### src/rtl/addsub_acc_pkg.sv
// Shared op codes and widths for the add/subtract/accumulate unit.
package addsub_acc_pkg;

    localparam int OP_W = 2;

    typedef enum logic [OP_W-1:0] {
        ADD = 2'd0,
        SUB = 2'd1,
        ACC = 2'd2,
        CLR = 2'd3
    } op_e;

endpackage

### src/rtl/addsub_acc_core.sv
// Combinational datapath: computes result, accumulator update and signed overflow.
// Saturating arithmetic is selected by defining ADDSUB_ACC_SAT_EN; otherwise results wrap.
module addsub_acc_core
    import addsub_acc_pkg::*;
#(
    parameter int WIDTH = 32
) (
    input  op_e              op,
    input  logic             ch_ok,
    input  logic [WIDTH-1:0] a,
    input  logic [WIDTH-1:0] b,
    input  logic [WIDTH-1:0] acc,
    output logic [WIDTH-1:0] res,
    output logic [WIDTH-1:0] acc_next,
    output logic             acc_we,
    output logic             ovf
);

    localparam logic [WIDTH-1:0] SAT_MAX = {1'b0, {(WIDTH-1){1'b1}}};
    localparam logic [WIDTH-1:0] SAT_MIN = {1'b1, {(WIDTH-1){1'b0}}};

    logic [WIDTH:0]   a_ext;
    logic [WIDTH:0]   b_ext;
    logic [WIDTH:0]   acc_ext;
    logic [WIDTH:0]   sum_ext;
    logic             ovf_raw;
    logic [WIDTH-1:0] val;

    assign a_ext   = {a[WIDTH-1], a};
    assign b_ext   = {b[WIDTH-1], b};
    assign acc_ext = {acc[WIDTH-1], acc};

    always_comb begin
        sum_ext = '0;
        case (op)
            ADD:     sum_ext = a_ext + b_ext;
            SUB:     sum_ext = a_ext - b_ext;
            ACC:     sum_ext = acc_ext + a_ext;
            default: sum_ext = '0;
        endcase
    end

    // The WIDTH+1 result is out of range exactly when its top two bits disagree.
    assign ovf_raw = sum_ext[WIDTH] ^ sum_ext[WIDTH-1];

`ifdef ADDSUB_ACC_SAT_EN
    assign val = ovf_raw ? (sum_ext[WIDTH] ? SAT_MIN : SAT_MAX) : sum_ext[WIDTH-1:0];
`else
    assign val = sum_ext[WIDTH-1:0];
`endif

    always_comb begin
        res      = '0;
        acc_next = '0;
        acc_we   = 1'b0;
        ovf      = 1'b0;
        case (op)
            ADD, SUB: begin
                res = val;
                ovf = ovf_raw;
            end
            ACC: begin
                if (ch_ok) begin
                    res      = val;
                    acc_next = val;
                    acc_we   = 1'b1;
                    ovf      = ovf_raw;
                end
            end
            default: begin
                // Read-and-clear: return the old value, never flag overflow.
                if (ch_ok) begin
                    res      = acc;
                    acc_next = '0;
                    acc_we   = 1'b1;
                end
            end
        endcase
    end

endmodule

### src/rtl/addsub_acc_unit.sv
// Handshaked add/sub/accumulate unit with one signed accumulator per channel.
// Optional saturation via ADDSUB_ACC_SAT_EN (handled inside addsub_acc_core).
module addsub_acc_unit
    import addsub_acc_pkg::*;
#(
    parameter  int WIDTH = 32,
    parameter  int N_CH  = 4,
    localparam int CH_W  = (N_CH > 1) ? $clog2(N_CH) : 1
) (
    input  logic             i_clk,
    input  logic             i_rst,
    input  logic             i_valid,
    output logic             o_ready,
    input  logic [OP_W-1:0]  i_op,
    input  logic [CH_W-1:0]  i_ch,
    input  logic [WIDTH-1:0] i_a,
    input  logic [WIDTH-1:0] i_b,
    output logic             o_valid,
    input  logic             i_ready,
    output logic [CH_W-1:0]  o_ch,
    output logic [WIDTH-1:0] o_res,
    output logic             o_ovf
);

    logic [WIDTH-1:0] acc_reg [N_CH];
    logic [N_CH-1:0]  ch_hit;
    logic             ch_ok;
    logic [WIDTH-1:0] acc_rd;
    logic [WIDTH-1:0] core_res;
    logic [WIDTH-1:0] core_acc_next;
    logic             core_acc_we;
    logic             core_ovf;
    logic             accept;

    logic             valid_reg;
    logic [CH_W-1:0]  ch_reg;
    logic [WIDTH-1:0] res_reg;
    logic             ovf_reg;

    genvar gi;
    generate
        for (gi = 0; gi < N_CH; gi++) begin : g_hit
            assign ch_hit[gi] = (i_ch == CH_W'(gi));
        end
    endgenerate

    // No bit set means an index beyond N_CH (non-power-of-two channel counts).
    assign ch_ok = |ch_hit;

    always_comb begin
        acc_rd = '0;
        for (int i = 0; i < N_CH; i++) begin
            if (ch_hit[i]) acc_rd = acc_reg[i];
        end
    end

    addsub_acc_core #(
        .WIDTH (WIDTH)
    ) u_core (
        .op       (op_e'(i_op)),
        .ch_ok    (ch_ok),
        .a        (i_a),
        .b        (i_b),
        .acc      (acc_rd),
        .res      (core_res),
        .acc_next (core_acc_next),
        .acc_we   (core_acc_we),
        .ovf      (core_ovf)
    );

    assign o_ready = !valid_reg || i_ready;
    assign accept  = i_valid && o_ready;

    always_ff @(posedge i_clk) begin
        if (i_rst) begin
            for (int i = 0; i < N_CH; i++) acc_reg[i] <= '0;
        end else if (accept && core_acc_we) begin
            for (int i = 0; i < N_CH; i++) begin
                if (ch_hit[i]) acc_reg[i] <= core_acc_next;
            end
        end
    end

    // Accept is only possible when the register is empty or draining, so a
    // plain load covers both the EMPTY->FULL and FULL->FULL cases.
    always_ff @(posedge i_clk) begin
        if (i_rst) begin
            valid_reg <= 1'b0;
            ch_reg    <= '0;
            res_reg   <= '0;
            ovf_reg   <= 1'b0;
        end else if (accept) begin
            valid_reg <= 1'b1;
            ch_reg    <= i_ch;
            res_reg   <= core_res;
            ovf_reg   <= core_ovf;
        end else if (i_ready) begin
            valid_reg <= 1'b0;
        end
    end

    assign o_valid = valid_reg;
    assign o_ch    = ch_reg;
    assign o_res   = res_reg;
    assign o_ovf   = ovf_reg;

endmodule

### config.mk
export PLATFORM = sky130hd
export DESIGN_NAME = addsub_acc_unit
export DESIGN_NICKNAME = d
export VERILOG_FILES = /design/src/rtl/addsub_acc_pkg.sv /design/src/rtl/addsub_acc_core.sv /design/src/rtl/addsub_acc_unit.sv
export SDC_FILE = /design/constraint.sdc
export NUM_CORES = 1
export LEC_CHECK = 0
export ABC_AREA = 1
export CAP_MARGIN = 20
export CELL_PAD_IN_SITES_DETAIL_PLACEMENT = 1
export CELL_PAD_IN_SITES_GLOBAL_PLACEMENT = 1
export CORE_MARGIN = 8
export CORE_UTILIZATION = 33
export CTS_CLUSTER_SIZE = 30
export DETAILED_ROUTE_END_ITERATION = 10
export GPL_ROUTABILITY_DRIVEN = 1
export GPL_TIMING_DRIVEN = 0
export PLACE_DENSITY = 0.63
export RECOVER_POWER = 25
export SETUP_SLACK_MARGIN = 0.1
export SLEW_MARGIN = 20
export SYNTH_ARGS = -nofsm -noshare
export SYNTH_HDL_FRONTEND = slang
export SYNTH_HIERARCHICAL = 1
export SYNTH_SLANG_ARGS = --single-unit
### constraint.sdc
create_clock -name i_clk -period 8.22 [get_ports i_clk]
set_input_delay 1.644 -clock i_clk [delete_from_list [all_inputs] [get_ports i_clk]]
set_output_delay 1.644 -clock i_clk [all_outputs]
set_load 0.03 [all_outputs]
Word-level counts from Yosys, hierarchy flattened

Memory sizes are Yosys's and may differ from the RTL's.
Index checks and enable logic that the tools add are counted.

Flip-flop bits (word level): 36
RAM bits: 128
Output and inout port bits: 37
Word-level logic and storage cells: 64
Memories kept: 1

Add/subtract/negate cells: 3
Eq/ne operators: 5
Mux-type cells: 37
Bitwise operators: 5
Reductions and logical operators: 9

Memories:

| memory  | words | bits a word | rd ports | clocked after memory_dff | write ports | RTL line              | text |
|---|---|---|---|---|---|---|---|
| acc_reg | 4     | 32          | 4        | 0                        | 4           | addsub_acc_unit.sv:25 | `logic [WIDTH-1:0] acc_reg [N_CH];` |

Operators by type and width:

| kind                                                                  | count |
|---|---|
| 32-bit 2-to-1 mux                                                     | 11 |
| 33-bit case mux with 3 select lines                                   | 1 |
| 32-bit by 32-bit adder with 33-bit output                             | 2 |
| 32-bit case mux with 2 select lines                                   | 1 |
| 32-bit by 32-bit subtractor with 33-bit output                        | 1 |
| 1-bit 2-to-1 mux                                                      | 23 |
| 2-bit equality test, second input constant                            | 3 |
| 2-bit by 1-bit equality test with 1-bit output, second input constant | 2 |
| 2-bit logical NOT                                                     | 2 |
| 1-bit OR                                                              | 4 |
| 4-bit OR reduction                                                    | 1 |
| 1-bit logical AND                                                     | 2 |
| 1-bit case mux with 2 select lines                                    | 1 |
| 2-bit nonzero test                                                    | 1 |
| 2-bit OR reduction                                                    | 1 |
| 1-bit logical NOT                                                     | 1 |
| 1-bit logical OR                                                      | 1 |
| 1-bit bitwise XOR                                                     | 1 |

Logic depth before layout (Yosys ltp)

Gate-level depths: netlist of the first run.

Word-level depth: 10
Mapped depth: 31

Modules after synthesis

The synthesis of the first run kept the hierarchy.

Modules (own cells, without submodules):

| module          | instances | cells an instance | area an instance (sq um) |
|---|---|---|---|
| addsub_acc_unit | 1         | 652               | 6607.6 |
| addsub_acc_core | 1         | 814               | 4220.3 |

Least setup slack after synthesis of the first run

No wires, ideal clock.

Path type: input to register
From: input i_op[0]
To: memory acc_reg[0][13], data pin
Setup time: 0.256 ns
Arrival: 4.360 ns
Data required time: 7.964 ns
Setup slack: 3.604 ns
Stages on the path: 20
Cell sequence: inv_1 ha_1 clkinv_1 clkbuf_1 buf_1 a22oi_1 ha_1 nand2_1 inv_1 a21oi_1 nand2_2 nand2_1 nand3_2 nand2_2 nand2_2 or2_1 nand3_1 nor2_1 inv_1 nor2_1

RTL lines:

| element     | RTL line              | text |
|---|---|---|
| from (decl) | addsub_acc_unit.sv:14 | `input logic [OP_W-1:0] i_op,` |
| to (decl)   | addsub_acc_unit.sv:25 |  |

==> reports/qor.yml, run 1 <==
sta:
  max_slew_margin_pct: 32.48
  fin_worst_skew_ps: 7.248
  fin_crit_ps: 6243
  slew_viol_final: 0
  worst_pin_slew_ps: 1010
  timing_hold_violations_final: 0
  max_freq_ghz: 0.1602
  fin_setup_tns_ps: 0
  period_share_pct: 75.94
  setup_viol: 0
  rsz0062_at_grt: "false"
cells_and_area:
  largest_reg_flops: 128
  utilization_pct: 40.45
  final_nets: 1711
  antenna_cells: 0
  drive_above_1_share_pct: 7.945
  areaGrowthSynthToFinish_pct: 21.23
setup_path:
  path_max_fanout: 10
  worst_path_most_repeated_cell: "nand3_1"
  cpPeakStageDelay_ps: 640
  path_class: "in -> reg"
  cp_cell_sequence: "dlygate4sd3_1 > inv_1 > ha_1 > clkbuf_1 > clkbuf_1 > nand3_1 > a22oi_1 > ha_1 > nand2_1 > inv_1 > a21oi_1 > nand2_2 > nand3_1 > nand3_1 > nand3_1 > nand2_1 > o21ai_0 > nor2_1 > inv_1 > nor2_1"
  cp.required_ps: 8390
  cp_slowest_cell: "clkbuf_1"
  path_buf_inv: 6
  startpoint_type: "primary input"
  arrival_ps: 6410
  cp_top_family: "buffers and inverters"
  cp-end-kind: "register"
route:
  drc: 0
  antenna_left: 0
  drtPass1Iterations: 5
  first_iter_violations: 659
  post_drt_wl_per_cell_um: 20.23
  drt-total-wl_um: 41530
  vias_per_cell: 5.060
  vias: 10390
logic_synthesis:
  synth_area_mm2: 0.01083
  synth_compound_area_share_pct: 13.17
  synth_top_area_share_pct: 35.50
  synth_top_family_by_area: "simple AND/OR/NAND/NOR gates"
  yosysTopAreaCell: "edfxtp_1"
  yosys.area_share.simple_pct: 32.17
  synthTopCellsByArea: "edfxtp_1 (35%), nand2_1 (11%), nor2_1 (10%), dfxtp_1 (6.7%), ha_1 (4.5%)"
  synth_xor_xnor_area_share_pct: 0.1618
  synthMuxAreaShare_pct: 0
  ys_warn_count: 6
  synthArstFlopShare_pct: 0
  synth_edf_count: 128
  ys_ff_latch: 164
  netlist_instances: 1466
  seq_area_frac_synth_pct: 42.15
  synth_cell_types: 52
  synth_fa_ha_area_share_pct: 4.691
  syn_avg_cell_area_um2: 7.386
  ys.flop_type: "edfxtp_1"
cts:
  numCtsBuffers: 17
  clock-sinks: 164
  cts_tree: "built"
  ctsResizeCount: 0
  htree_levels: 4
  post-cts-setup-buffer-count: 0
  cts-root-buf: "clkbuf_16"
  cts-hold-fix-buffers: 0
  cts_buffer_depth: 2
  clk_pin_slew_ps: 60
  clkLatencyLatePin_ps: 430
floorplanning:
  core_area_mm2: 0.03245
  die_area_mm2: 0.03886
  rows: 66
  initial_core_util_pct: 33.36
  die_h_um: 197.1
  io_pins: 109
  dieWidth_um: 197.1
power:
  power.leakage_uw: 0.005178
  powerDensity_mw_per_mm2: 182.3
  max-vdd-ir-drop_uv: 155.7
status:
  status: "finished, final reports clean"
worst_hold_path:
  hp-class: "reg -> reg"
place:
  port_buffers: 108
  gp_congestion: 0.9124
  place_hpwl_um: 33150
global_routing:
  grt_pass1_wl_um: 63710
  grt_start_max_net_pins: 23
  grt_antenna_before_repair: 0
  grt_pass1_vias: 10790
  overflow: 0
  gr-usage-all-layers_pct: 21.60
flow_run:
  drv_cap: 0
[stage by stage]
stage               total power [uW]  cells  setup slack [ps]  hold WS, ps  area (um^2)
floorplan                       1364   1468              3604        608.5        10840
global placement                1617   2018              1700        466.2        12470
detailed placement              1629   2022              1645        477.1        12570
CTS                             2415   2053              2063        493.2        13150
global route                    2512   2053              1666        510.1        13130
finish                          2393   2053              1977        478.2        13130
[area by class of cell]
cell class	instances	area, um^2
plain buffers	61	256.5
clock buffers	18	429.2
clock inverters	13	141.4
fillers	4048	19330
inverters	149	559.3
multi-input cells	1094	5446
flip-flops and latches	164	4564
well taps	442	553.0
repair buffers	112	1176
[routing by layer]
layer  track usage (%)  up-vias  wire, um
li1                  -     5121         -
met1             28.75     5014     19430
met2             35.88      208     19470
met3             2.726       45      1651
met4             7.216        0       981
met5                 0        -         0
[cell usage in the layout, fill, tap and decap left out, types with 5 or more instances in the layout]
| master | count |
|---|---|
| nor2_1 | 291 |
| nand2_1 | 322 |
| a22oi_1 | 23 |
| o21ai_0 | 94 |
| edfxtp_1 | 128 |
| buf_2 | 19 |
| nand3b_1 | 5 |
| nand4_1 | 41 |
| nor3_1 | 15 |
| clkbuf_1 | 38 |
| ha_1 | 39 |
| clkinv_1 | 7 |
| dlygate4sd3_1 | 39 |
| nor2_2 | 9 |
| nand3_1 | 64 |
| nand2_2 | 16 |
| nor2_4 | 6 |
| clkdlybuf4s50_1 | 69 |
| o21ai_1 | 22 |
| dfxtp_1 | 36 |
| inv_1 | 129 |
| a21oi_1 | 88 |
| clkbuf_16 | 17 |
| inv_2 | 16 |
[worst min-delay path: cells and delay by family, from the launching register on]
family | cells | cell delay (ps)
DFF | 1 | 320
and+or+nand+nor | 2 | 130
[cell families (layout without fill, tap and decap cells)]
logic type	after synthesis	count (layout)
flip-flops	164	164
other	1	3
AO/OA/AOI/OAI	253	253
adder cells (fa/ha/maj)	40	40
buffers and inverters	210	353
XOR/XNOR	2	2
AND/OR/NAND/NOR	796	796
[where the power goes]
group          switching, uW  internal (uW)
combinational            452            213
clock                    315            469
sequential              16.3            928
[cells in the mapped netlist (20+ instances only)]
library cell and count:
a21oi_1 88, a22oi_1 23, buf_2 20, clkbuf_1 35, dfxtp_1 36, edfxtp_1 128
ha_1 39, inv_1 129, nand2_1 322, nand3_1 64, nand4_1 41, nor2_1 291
o21ai_0 94, o21ai_1 22
[final timing paths]
path / end / from / slack, ps / cells past startpoint
max: acc_reg[2][27]$_SDFFCE_PN0P_ / i_op[1] / 1980 / 20
min: o_res[30]$_SDFFE_PP0P_ / o_res[30]$_SDFFE_PP0P_ / 480 / 2
max reg2reg: acc_reg[2][27]$_SDFFCE_PN0P_ / acc_reg[0][4]$_SDFFCE_PN0P_ / 4640 / 17
min reg2reg: o_res[30]$_SDFFE_PP0P_ / o_res[30]$_SDFFE_PP0P_ / 480 / 2
No activity file was read; power rests on OpenSTA's default activity.
==> run 2: changes to the inputs <==
==> constraint.sdc (replaced) <==
create_clock -name i_clk -period 5.76 [get_ports i_clk]
set_input_delay 1.152 -clock i_clk [delete_from_list [all_inputs] [get_ports i_clk]]
set_output_delay 1.152 -clock i_clk [all_outputs]
set_load 0.03 [all_outputs]
==> reports/qor.yml, run 2 (synthesis results as in run 1) <==
status:
  status: "finished, final reports clean"
setup_path:
  path_class: "in -> reg"
  startpoint_type: "primary input"
  cp.required_ps: 5930  # -2460 ps
  path_max_fanout: 10  # unchanged
  cp-end-kind: "register"
  arrival_ps: 5510  # -900 ps
cells_and_area:
  utilization_pct: 40.49  # about the same
  layout_common_cells: "nand2_1 (322), nor2_1 (291), inv_1 (129), edfxtp_1 (128), o21ai_0 (94)"
  final_common_cell: "nand2_1"
  drive_above_1_share_pct: 8.194  # +0.25 points
  antenna_cells: 0  # unchanged
  largest_reg_flops: 128  # unchanged
  areaGrowthSynthToFinish_pct: 21.34  # about the same
  n_fill_cell: 4050  # +0.049%
  final_nets: 1711  # unchanged
  fin_area_mm2: 0.01314  # about the same
power:
  p_total_uw: 3416  # +43%
  power.leakage_uw: 0.005187  # +0.17%
  max-vdd-ir-drop_uv: 222.6  # +43%
  powerDensity_mw_per_mm2: 260.0  # +43%
sta:
  fin_crit_ps: 5341
  fin_worst_skew_ps: 7.524  # +0.2762 ps
  period_share_pct: 92.72
  setup_viol: 0  # unchanged
  max_freq_ghz: 0.1872
  timing_hold_violations_final: 0  # unchanged
  slew_viol_final: 0  # unchanged
  max_slew_margin_pct: 32.19  # -0.29 points
  rsz0062_at_grt: "false"
  worst_pin_slew_ps: 1015  # +4.323 ps
cts:
  clock-sinks: 164  # unchanged
  cts_tree: "built"
  cts-root-buf: "clkbuf_16"
  cts-hold-fix-buffers: 0  # unchanged
  clkLatencyLatePin_ps: 430  # about the same
  clk_pin_slew_ps: 60  # about the same
  cts_buffer_depth: 2  # unchanged
  numCtsBuffers: 17  # unchanged
  htree_levels: 4  # unchanged
route:
  vias_per_cell: 5.075  # +0.30%
  first_iter_violations: 619  # -6.1%
  post_drt_wl_per_cell_um: 20.25  # +0.12%
  vias: 10420  # +0.30%
  antenna_left: 0  # unchanged
  drt-total-wl_um: 41580  # +0.12%
  drc: 0  # unchanged
  drtPass1Iterations: 5  # unchanged
place:
  port_buffers: 108  # unchanged
  gp_congestion: 0.9124  # unchanged
  place_hpwl_um: 33150  # unchanged
  dpl-instance-area_mm2: 0.01257  # unchanged
global_routing:
  gr-usage-all-layers_pct: 21.60  # unchanged
  grt_pass1_wl_um: 63710  # unchanged
  grt_start_max_net_pins: 23  # unchanged
  grt_pass1_vias: 10790  # unchanged
  overflow: 0  # unchanged
  grt_antenna_before_repair: 0  # unchanged
worst_hold_path:
  hp-class: "reg -> reg"
floorplanning:
  initial_core_util_pct: 33.36  # unchanged
  rows: 66  # unchanged
  dieWidth_um: 197.1  # unchanged
  die_area_mm2: 0.03886  # unchanged
  core_area_mm2: 0.03245  # unchanged
  die_h_um: 197.1  # unchanged
  io_pins: 109  # unchanged
flow_run:
  drv_cap: 0  # unchanged
## run 2: cell counts in the layout (fill, tap and decap cells not counted)
Identical to the previous run, type by type.
## run 2: routing by layer
layer	share of wire (%)	track usage, %	routed length (um)
met1	46	28.75	19270
met2	47	35.88	19510
met3	4.3	2.726	1796
met4	2.4	7.216	998
met5	0	0	0
## run 2: power breakdown
group	switching (uW)	internal, uW	leakage, uW
Clock	451	669	0.000274
Combinational	644	305	0.00325
Sequential	23.4	1320	0.00166
## run 2: critical path: stages
cell,delay (ps)
dlygate4sd3_1,630
inv_1,90
ha_2,490
clkinv_1,230
clkbuf_1,320
a21oi_1,350
a22oi_1,130
ha_1,390
nand2_1,110
nand2_1,80
a21oi_1,170
nand2_2,120
nand3_1,80
nand3_1,190
nand3_1,180
nand2_1,80
o21ai_0,380
nor2_1,120
inv_1,130
nor2_1,70
## run 2: per-stage QoR
step | instances | setup TNS [ps] | hold WS, ps | worst slack (ps)
5_1_grt | 2053 | 0 | 510.1 | 120.3
3_3_place_gp | 2018 | -6925 | 466.2 | -267.7
4_1_cts | 2053 | 0 | 493.2 | 213.3
3_5_place_dp | 2022 | -11640 | 477.1 | -322.5
6_report | 2053 | 0 | 478.2 | 419.5
2_1_floorplan | 1468 | 0 | 608.5 | 1636
## run 2: area by class of cell
type / instances / area (um^2) / share of cell area [%]
plain buffers: 61 / 266.5 / 2.028
clock buffers: 18 / 429.2 / 3.266
clock inverters: 13 / 141.4 / 1.076
inverters: 149 / 559.3 / 4.257
multi-input cells: 1094 / 5449 / 41.47
flip-flops and latches: 164 / 4564 / 34.74
well taps: 442 / 553.0 / 4.209
repair buffers: 112 / 1176 / 8.952
## run 2: final timing paths
| kind | startpoint | endpoint | slack, ps | cells past startpoint |
|---|---|---|---|---|
| worst max-delay path | i_op[1] | acc_reg[2][27]$_SDFFCE_PN0P_ | 420 | 20 |
| worst min-delay path | o_res[30]$_SDFFE_PP0P_ | o_res[30]$_SDFFE_PP0P_ | 480 | 2 |
| worst max register to register | acc_reg[2][1]$_SDFFCE_PN0P_ | acc_reg[3][30]$_SDFFCE_PN0P_ | 2220 | 21 |
| worst min register to register | o_res[30]$_SDFFE_PP0P_ | o_res[30]$_SDFFE_PP0P_ | 480 | 2 |
## run 2: what timing repair did
action | CTS | global route
buffers inserted | 0 | 0
setup endpoints to repair | 1 | 37
resized for setup | 1 | 2
